===== config.mk =====
export PLATFORM = sky130hd
export DESIGN_NAME = ram_hex_dump_uart_flat
export DESIGN_NICKNAME = d
export VERILOG_FILES = /design/src/rtl/ram_dump_pkg.sv /design/src/rtl/ram_hex_dump_uart_if.sv /design/src/rtl/ram_hex_dump_uart_tx_byte.sv /design/src/rtl/ram_hex_dump_uart.sv /design/src/flat_wrapper.sv
export SDC_FILE = /design/constraint.sdc
export NUM_CORES = 1
export LEC_CHECK = 0
export ABC_AREA = 0
export BUFFER_PORTS_ARGS = -buffer_cell sky130_fd_sc_hd__buf_4
export CAP_MARGIN = 5
export CORE_MARGIN = 5
export CORE_UTILIZATION = 40
export DETAILED_ROUTE_END_ITERATION = 8
export MAX_ROUTING_LAYER = met4
export SYNTH_ARGS = -nofsm -noshare
export SYNTH_HDL_FRONTEND = slang
export SYNTH_HIERARCHICAL = 1
export SYNTH_SLANG_ARGS = --single-unit

===== constraint.sdc =====
create_clock -name clk -period 4.35 [get_ports clk]
set_input_delay 0.435 -clock clk [delete_from_list [all_inputs] [get_ports clk]]
set_output_delay 0.435 -clock clk [all_outputs]
set_load 0.01 [all_outputs]

===== src/rtl/ram_dump_pkg.sv =====
// ram_dump_pkg: shared FSM states, ASCII constants and nibble encoder for the hex dumper.
package ram_dump_pkg;
    typedef enum logic [2:0] {IDLE, READ, CAPTURE, SEND, WAIT_TX, NEXT, DONE} state_t;
    localparam logic [7:0] ASCII_CR = 8'h0D;
    localparam logic [7:0] ASCII_LF = 8'h0A;
    localparam int BYTES_PER_WORD = 6;
    function automatic logic [7:0] nibble_ascii(input logic [3:0] n);
        return n < 4'd10 ? 8'h30 + {4'h0, n} : 8'h37 + {4'h0, n};
    endfunction
endpackage


===== src/rtl/ram_hex_dump_uart_if.sv =====
// ram_hex_dump_uart_if: read port between the dumper and its output RAM.
interface ram_hex_dump_uart_if;
    logic        read_enable_to_ram;
    logic [5:0]  address_to_ram;
    logic [15:0] data_from_ram;
    modport master(output read_enable_to_ram, output address_to_ram, input data_from_ram);
    modport slave(input read_enable_to_ram, input address_to_ram, output data_from_ram);
endinterface


===== src/rtl/ram_hex_dump_uart_tx_byte.sv =====
// uart_tx_byte: 8N1 serializer; ready only while idle, so one byte is in flight at a time.
module uart_tx_byte #(
    parameter int CLKS_PER_BIT = 868
) (
    input  logic       clk,
    input  logic       reset,
    input  logic [7:0] tx_data,
    input  logic       tx_valid,
    output logic       tx_ready,
    output logic       uart_tx
);
    localparam int BW = CLKS_PER_BIT > 1 ? $clog2(CLKS_PER_BIT) : 1;
    logic [BW-1:0] baud_cnt;
    logic [3:0]    bit_cnt;
    logic [8:0]    shreg;
    logic          active;
    assign tx_ready = !active;
    // shreg holds the remaining data bits with the stop bit on top
    always_ff @(posedge clk) begin
        if (reset) begin
            uart_tx  <= 1'b1;
            active   <= 1'b0;
            baud_cnt <= '0;
            bit_cnt  <= '0;
            shreg    <= '1;
        end else if (!active) begin
            if (tx_valid) begin
                shreg    <= {1'b1, tx_data};
                uart_tx  <= 1'b0;
                active   <= 1'b1;
                baud_cnt <= '0;
                bit_cnt  <= '0;
            end
        end else if (baud_cnt == BW'(CLKS_PER_BIT - 1)) begin
            baud_cnt <= '0;
            if (bit_cnt == 4'd9) begin
                active <= 1'b0;
            end else begin
                uart_tx <= shreg[0];
                shreg   <= {1'b1, shreg[8:1]};
                bit_cnt <= bit_cnt + 4'd1;
            end
        end else begin
            baud_cnt <= baud_cnt + BW'(1);
        end
    end
endmodule


===== src/rtl/ram_hex_dump_uart.sv =====
// ram_hex_dump_uart: reads WORD_COUNT RAM words and prints each as "HHHH\r\n" over UART.
module ram_hex_dump_uart
    import ram_dump_pkg::*;
#(
    parameter int CLKS_PER_BIT = 868,
    parameter int WORD_COUNT   = 64
) (
    input  logic                       clk,
    input  logic                       reset,
    input  logic                       start,
    ram_hex_dump_uart_if.master        ram,
    output logic                       uart_tx,
    output logic                       busy,
    output logic                       done
);
    state_t      state;
    logic [15:0] word;
    logic [2:0]  byte_idx;
    logic [2:0]  nxt_idx;
    logic [7:0]  nxt_byte;
    logic [7:0]  tx_data;
    logic        tx_valid;
    logic        tx_ready;
    // word is shifted left per nibble, so the next nibble is always in [15:12]
    assign nxt_idx  = byte_idx + 3'd1;
    assign nxt_byte = nxt_idx < 3'd4 ? nibble_ascii(word[15:12]) : nxt_idx == 3'd4 ? ASCII_CR : ASCII_LF;
    always_ff @(posedge clk) begin
        if (reset) begin
            state                  <= IDLE;
            busy                   <= 1'b0;
            done                   <= 1'b0;
            ram.read_enable_to_ram <= 1'b0;
            ram.address_to_ram     <= '0;
            word                   <= '0;
            byte_idx               <= '0;
            tx_data                <= '0;
            tx_valid               <= 1'b0;
        end else begin
            ram.read_enable_to_ram <= 1'b0;
            case (state)
                IDLE: if (start) begin
                    ram.address_to_ram     <= '0;
                    ram.read_enable_to_ram <= 1'b1;
                    busy                   <= 1'b1;
                    state                  <= READ;
                end
                READ: state <= CAPTURE;
                CAPTURE: begin
                    word     <= {ram.data_from_ram[11:0], 4'h0};
                    tx_data  <= nibble_ascii(ram.data_from_ram[15:12]);
                    tx_valid <= 1'b1;
                    byte_idx <= '0;
                    state    <= SEND;
                end
                SEND: if (tx_ready) begin
                    tx_valid <= 1'b0;
                    state    <= WAIT_TX;
                end
                WAIT_TX: if (tx_ready) begin
                    if (byte_idx == 3'(BYTES_PER_WORD - 1)) begin
                        state <= NEXT;
                    end else begin
                        byte_idx <= nxt_idx;
                        tx_data  <= nxt_byte;
                        word     <= {word[11:0], 4'h0};
                        tx_valid <= 1'b1;
                        state    <= SEND;
                    end
                end
                NEXT: if (ram.address_to_ram == 6'(WORD_COUNT - 1)) begin
                    done  <= 1'b1;
                    state <= DONE;
                end else begin
                    ram.address_to_ram     <= ram.address_to_ram + 6'd1;
                    ram.read_enable_to_ram <= 1'b1;
                    state                  <= READ;
                end
                DONE: begin
                    done  <= 1'b0;
                    busy  <= 1'b0;
                    state <= IDLE;
                end
                default: state <= IDLE;
            endcase
        end
    end
    uart_tx_byte #(.CLKS_PER_BIT(CLKS_PER_BIT)) u_tx (
        .clk     (clk),
        .reset   (reset),
        .tx_data (tx_data),
        .tx_valid(tx_valid),
        .tx_ready(tx_ready),
        .uart_tx (uart_tx)
    );
endmodule


===== src/flat_wrapper.sv =====
// flat-port wrapper written by rule: the top's interface ports become plain ports
module ram_hex_dump_uart_flat import ram_dump_pkg::*;
#(
    parameter int CLKS_PER_BIT = 868,
    parameter int WORD_COUNT   = 64
)
  (clk, reset, start, uart_tx, busy, done, ram_read_enable_to_ram, ram_address_to_ram, ram_data_from_ram);
  ram_hex_dump_uart_if ram_i ();
  input  logic clk;
  input  logic reset;
  input  logic start;
  output logic uart_tx;
  output logic busy;
  output logic done;
  output wire logic [$bits(ram_i.read_enable_to_ram)-1:0] ram_read_enable_to_ram;
  output wire logic [$bits(ram_i.address_to_ram)-1:0] ram_address_to_ram;
  input wire logic [$bits(ram_i.data_from_ram)-1:0] ram_data_from_ram;
  assign ram_read_enable_to_ram = ram_i.read_enable_to_ram;
  assign ram_address_to_ram = ram_i.address_to_ram;
  assign ram_i.data_from_ram = ram_data_from_ram;
  ram_hex_dump_uart #(.CLKS_PER_BIT(CLKS_PER_BIT), .WORD_COUNT(WORD_COUNT)) u_core (.clk(clk), .reset(reset), .start(start), .ram(ram_i), .uart_tx(uart_tx), .busy(busy), .done(done));
endmodule

# Yosys cells after proc, flatten, opt, wreduce, memory -nomap -nowiden
# Index checks and enable logic that the tools add are counted.
[classes] muxes=52 reduce_logical=14 magnitude_cmp=3 n_eq_ne=19 addsub=8
[ops] cell="$mux 8" n=5
[ops] cell="$mux 9" n=4
[ops] cell="$mux 16" n=2
[ops] cell="$pmux 16 s2" n=1
[ops] cell="$mux 10" n=3
[ops] cell="$add 6x4->7 const A" n=4
[ops] cell="$mux 3" n=8
[ops] cell="$pmux 3 s6" n=1
[ops] cell="$mux 4" n=4
[ops] cell="$pmux 8 s2" n=1
[ops] cell="$eq 3x3->1 const B" n=5
[ops] cell="$mux 1" n=15
[ops] cell="$mux 6" n=2
[ops] cell="$ne 2x2->1 const B" n=6
[ops] cell="$pmux 6 s2" n=1
[ops] cell="$reduce_and 3->1" n=4
[ops] cell="$add 10x1->10 const B" n=1
[ops] cell="$eq 10x10->1 const B" n=1
[ops] cell="$reduce_bool 2->1" n=5
[ops] cell="$lt 4x4->1 const B" n=2
[ops] cell="$add 6x1->6 const B" n=1
[ops] cell="$eq 3x2->1 const B" n=2
[ops] cell="$eq 6x6->1 const B" n=1
[ops] cell="$pmux 1 s2" n=3
[ops] cell="12 further kinds" n=14
[word_totals] out_inout_bits=10 word_cells=110 in_bits=19 register_bits=65

# Depth between registers and ports, before layout
[depth] ltp_word=7 depth_mapped=8 depth_no_buf=6

# Modules after synthesis
# Netlist, hierarchy kept.
[by_module_without_submodules] module="ram_hex_dump_uart" seq_area_each_um2=700.7 cells_per_inst=234 instances=1 area_per_inst_um2=1923.1
[by_module_without_submodules] module="uart_tx_byte" seq_area_each_um2=480.5 cells_per_inst=147 instances=1 area_per_inst_um2=1263.7

# Least setup slack after synthesis
# Ideal clock, no wire load.
[synth_timing] path_type="reg-to-reg" from="register u_core.u_tx.active" to="register u_core.tx_data[6]" t_required_ns=4.234 slack_ns=2.452 t_arrival_ns=1.782 n_path_buf=3 stages_incl_launch_ff=9 setup_ns=0.116 synth_period_minus_slack_ns=1.898 cell_sequence="dfxtp_1 > buf_2 > inv_1 > clkbuf_1 > a21boi_0 > a21o_4 > buf_6 > o221ai_1 > o211a_1"
[synth_between] elab_chain_cells=2
[synth_rtl] item="from (decl)" line_no="ram_hex_dump_uart_tx_byte.sv:16" rtl="logic active;"
[synth_rtl] item="from (signal assigned)" line_no="ram_hex_dump_uart_tx_byte.sv:22" rtl="active <= 1'b0;"
[synth_rtl] item="from (signal assigned)" line_no="ram_hex_dump_uart_tx_byte.sv:30" rtl="active <= 1'b1;"
[synth_rtl] item="from (signal assigned)" line_no="ram_hex_dump_uart_tx_byte.sv:37" rtl="active <= 1'b0;"
[synth_rtl] item="$ne 2x2->1 (no source line)"
[synth_rtl] item="$reduce_and 3->1 (no source line)"
[synth_rtl] item="to (signal assigned)" line_no="ram_hex_dump_uart.sv:50" rtl="tx_data <= nibble_ascii(ram.data_from_ram[15:12]);"
[synth_rtl] item="to (signal assigned)" line_no="ram_hex_dump_uart.sv:64" rtl="tx_data <= nxt_byte;"
[synth_rtl] item="to (decl)" line_no="ram_hex_dump_uart.sv:21" rtl="logic [7:0] tx_data;"
# No other way between the ends.
# A chain may end at the register's enable or synchronous reset.

# Worst setup path in the final report
[layout_timing] from="register u_core.u_tx.active" to="register u_core.u_tx.bit_cnt[1]"
[layout_between] elab_chain_cells=2 elab_cells_between_ends=5 cone_classes="2 x eq/ne; 1 x mux; 2 x reduce/logical"
[layout_rtl] item="$ne 2x2->1 (no source line) (tied with other cells)"
[layout_rtl] item="$reduce_and 3->1 (no source line)"
[layout_rtl] item="to (signal assigned)" line_no="ram_hex_dump_uart_tx_byte.sv:41" rtl="bit_cnt <= bit_cnt + 4'd1;"
[layout_rtl] item="to (decl)" line_no="ram_hex_dump_uart_tx_byte.sv:14" rtl="logic [3:0] bit_cnt;"
# Several ways; a longest one is shown, not always the timed one.

==> out/qor.yml <==
outcome:
  status: "finished, final reports clean"
route:
  vias: 2766
  first_pass_iters: 4
  wire_per_inst_microns: 13.62
  drtAntennaViolNets: 0
  drt-vias-per-instance: 5.488
  drc_errors: 0
  drt_iter0_markers: 102
  routed_wl_mm: 6.862
setup_path:
  reg2regPathDepth: 4
  critical_path.max_fanout: 21
  crit_chain: "nand4b_1 -> o41ai_4 -> or4b_1 -> o31ai_1"
  cp_data_arrival_time_ns: 2.72
  worstPathRequired_ns: 4.59
  slowest_delay_ns: 0.87
  cp-end-kind: "flip-flop"
  rr_startpoint: "u_core/u_tx/active$_SDFF_PP0_"
  cp-start-kind: "flip-flop"
  startpoint: "u_core/u_tx/active$_SDFF_PP0_"
  worstSetupPathType: "flip-flop to flip-flop"
  slowest_stage: "o41ai_4"
worst_hold_path:
  worstHoldPathCells: 3
  worstHoldStart: "ram_data_from_ram[5]"
  hp-class: "input port to flip-flop"
synthesis:
  synthArstFlopShare_pct: 0
  synth_area_leader_cell: "dfxtp_1"
  syn_area_sq_um: 3187
  yosys_warnings: 6
  yosysSeqAreaShare_pct: 37.06
  synth_fp_nets: 408
  synthTopCellsByArea: "dfxtp_1 37%, a21oi_1 5.8%, nand2_1 4.9%"
  avgSynthCellArea_sq_um: 8.364
  synth_edf_count: 0
  synth_ff_type: "dfxtp_1"
  synth_cell_type_count: 62
  synth_top_area_share_pct: 37.06
  ys_ff_latch: 59
  syn-instance-count: 381
floorplanning:
  dieWidth_microns: 99.26
  ioPinCount: 29
  std_cell_rows: 32
  fp.coreArea_sq_um: 7727
  die_h_microns: 99.26
  start_util_pct: 41.24
  dieArea_sq_um: 9853
sta:
  hold_viol_final: 0
  finalClockSkew_ns: 0.008086
  tns_ns: 0
  slew_headroom_pct: 31.87
  period_minus_slack_ns: 2.474
  worst_pin_slew_ns: 1.018
  setup_viol: 0
  setup_slack_ns: 1.876
  rsz0062_at_grt: "no"
  max_freq_ghz: 0.4042
  fin_crit_sh_pct: 56.88
  drv_slew: 0
clocking:
  cts_tree: "yes"
  cts.sinks: 59
  post_cts_buffers: 0
  cts_buffers: 9
  postCtsHoldBufs: 0
  cts_resized: 0
  clk_latency_ns: 0.33
  cts_htree_levels: 3
  cts_buffer_depth: 2
  clk_pin_slew_ns: 0.07
  root_buffer: "clkbuf_8"
global_route:
  grt_max_degree: 65
  grt_pass1_wl_mm: 12.10
  grt_pass1_vias: 2685
  antenna_found_initial: 0
  track_usage_pct: 15.12
  grt_overflow_total: 0
pwr:
  power_density_nw_per_um2: 512.3
  max-vdd-ir-drop_v: 0.0001875
  p_leak_nw: 1.387
flow_run:
  cap_violations: 0
cells_and_area:
  area_growth_pct: 13.66
  drive_above_1_share_pct: 15.42
  multi_input_area_sq_um: 1839
  seqCellArea_sq_um: 1181
  nFillCells: 775
  fin_cells: 504
  num-nets-final: 425
  n_antenna_cell: 0
placement:
  numPortBuffers: 28
  pre_cts_ws_ns: 1.838
  routabilityCongestion: 0.7793
  dp_hpwl_mm: 4.558
  dp.cells: 489
==> final cells by class <==
type / instances / area share, %
sequential: 59 / 32.61
clock inverter: 5 / 2.142
multi-input combinational: 287 / 50.78
inverter: 13 / 1.347
timing repair buffer: 28 / 5.803
clock buffer: 10 / 3.800
tap: 102 / 3.523
==> cells in the mapped netlist, drive strengths merged (2+ instances only) <==
cell,n
a211oi,10
a21boi,3
a21o,3
a21oi,38
a221oi,4
a311oi,10
and2,8
and3,7
and3b,2
and4,3
and4b,2
buf,12
clkbuf,10
dfxtp,59
ha,8
inv,13
mux2i,5
nand2,42
nand2b,5
nand3,14
nand4,2
nand4b,2
nor2,34
nor2b,5
nor3,19
nor3b,3
o211a,2
o211ai,5
o21ai,14
o221ai,2
o22ai,2
o31ai,2
or3,6
or3b,2
xnor2,3
==> critical path, delay by kind of cell (launching register included) <==
kind	cells	cell delay (ns)
AND/OR/NAND/NOR	2	0.78
flip-flops	1	0.67
AO/OA/AOI/OAI	2	0.94
==> sequential cells by signal, indices dropped and copies added, names as in the netlist, 3 cells and up <==
signal,flops
u_core/u_tx/shreg,8
u_core/ram.address_to_ram,6
u_core/byte_idx,3
u_core/u_tx/baud_cnt,10
u_core/state,3
u_core/u_tx/bit_cnt,4
u_core/word,12
u_core/tx_data,7
==> power by group <==
group | internal, mW | total (mW) | switching (mW)
logic | 0.229 | 0.539 | 0.310
clock network | 0.333 | 0.552 | 0.219
registers | 0.656 | 0.765 | 0.109
==> cells by family after synthesis <==
kind of cell | synth area share [%]
other | 0.1177
AND/OR/NAND/NOR | 27.44
XOR/XNOR | 1.100
adder cells (fa/ha/maj) | 3.141
AO/OA/AOI/OAI | 23.99
multiplexers | 1.924
buffers and inverters | 5.222
flip-flops | 37.06
==> placed cells by master (no fill, tap or decap), drive strengths merged, types with 6 or more instances in the layout <==
cell and count:
and2 8, a211oi 10, dfxtp 59, a311oi 10
a21oi 38, and3 7, or3 6, nor2 34
inv 13, nand2 42, nand3 14, nor3 19
clkbuf 10, ha 8, o21ai 14, buf 28
==> worst paths after layout <==
kind	end	slack (ns)
max	u_core/u_tx/bit_cnt[1]$_SDFFE_PP0P_	1.88
min	u_core/word[9]$_SDFFE_PP0P_	0.38
max reg2reg	u_core/u_tx/bit_cnt[1]$_SDFFE_PP0P_	1.88
min reg2reg	u_core/tx_data[2]$_SDFFE_PP0P_	0.48
==> per-layer routing <==
metal  track usage [%]  share of wire [%]
met4             4.517                1.2
met3             3.787                3.0
met2             25.10                 49
met1             18.08                 47
met5                 -                  0
==> through the flow <==
stage | area, sq um | utilization [%] | power [mW] | hold slack [ns]
6_report | 3622 | 46.88 | 1.855 | 0.3755
5_1_grt | 3622 | 46.88 | 1.996 | 0.3698
4_1_cts | 3622 | 46.88 | 1.883 | 0.3553
3_5_place_dp | 3407 | 44.09 | 1.324 | 0.4668
3_3_place_gp | 3407 | 44.09 | 1.305 | 0.4607
2_1_floorplan | 3187 | - | 1.218 | 0.4367
Note: power is estimated with default switching activity, not from simulation.
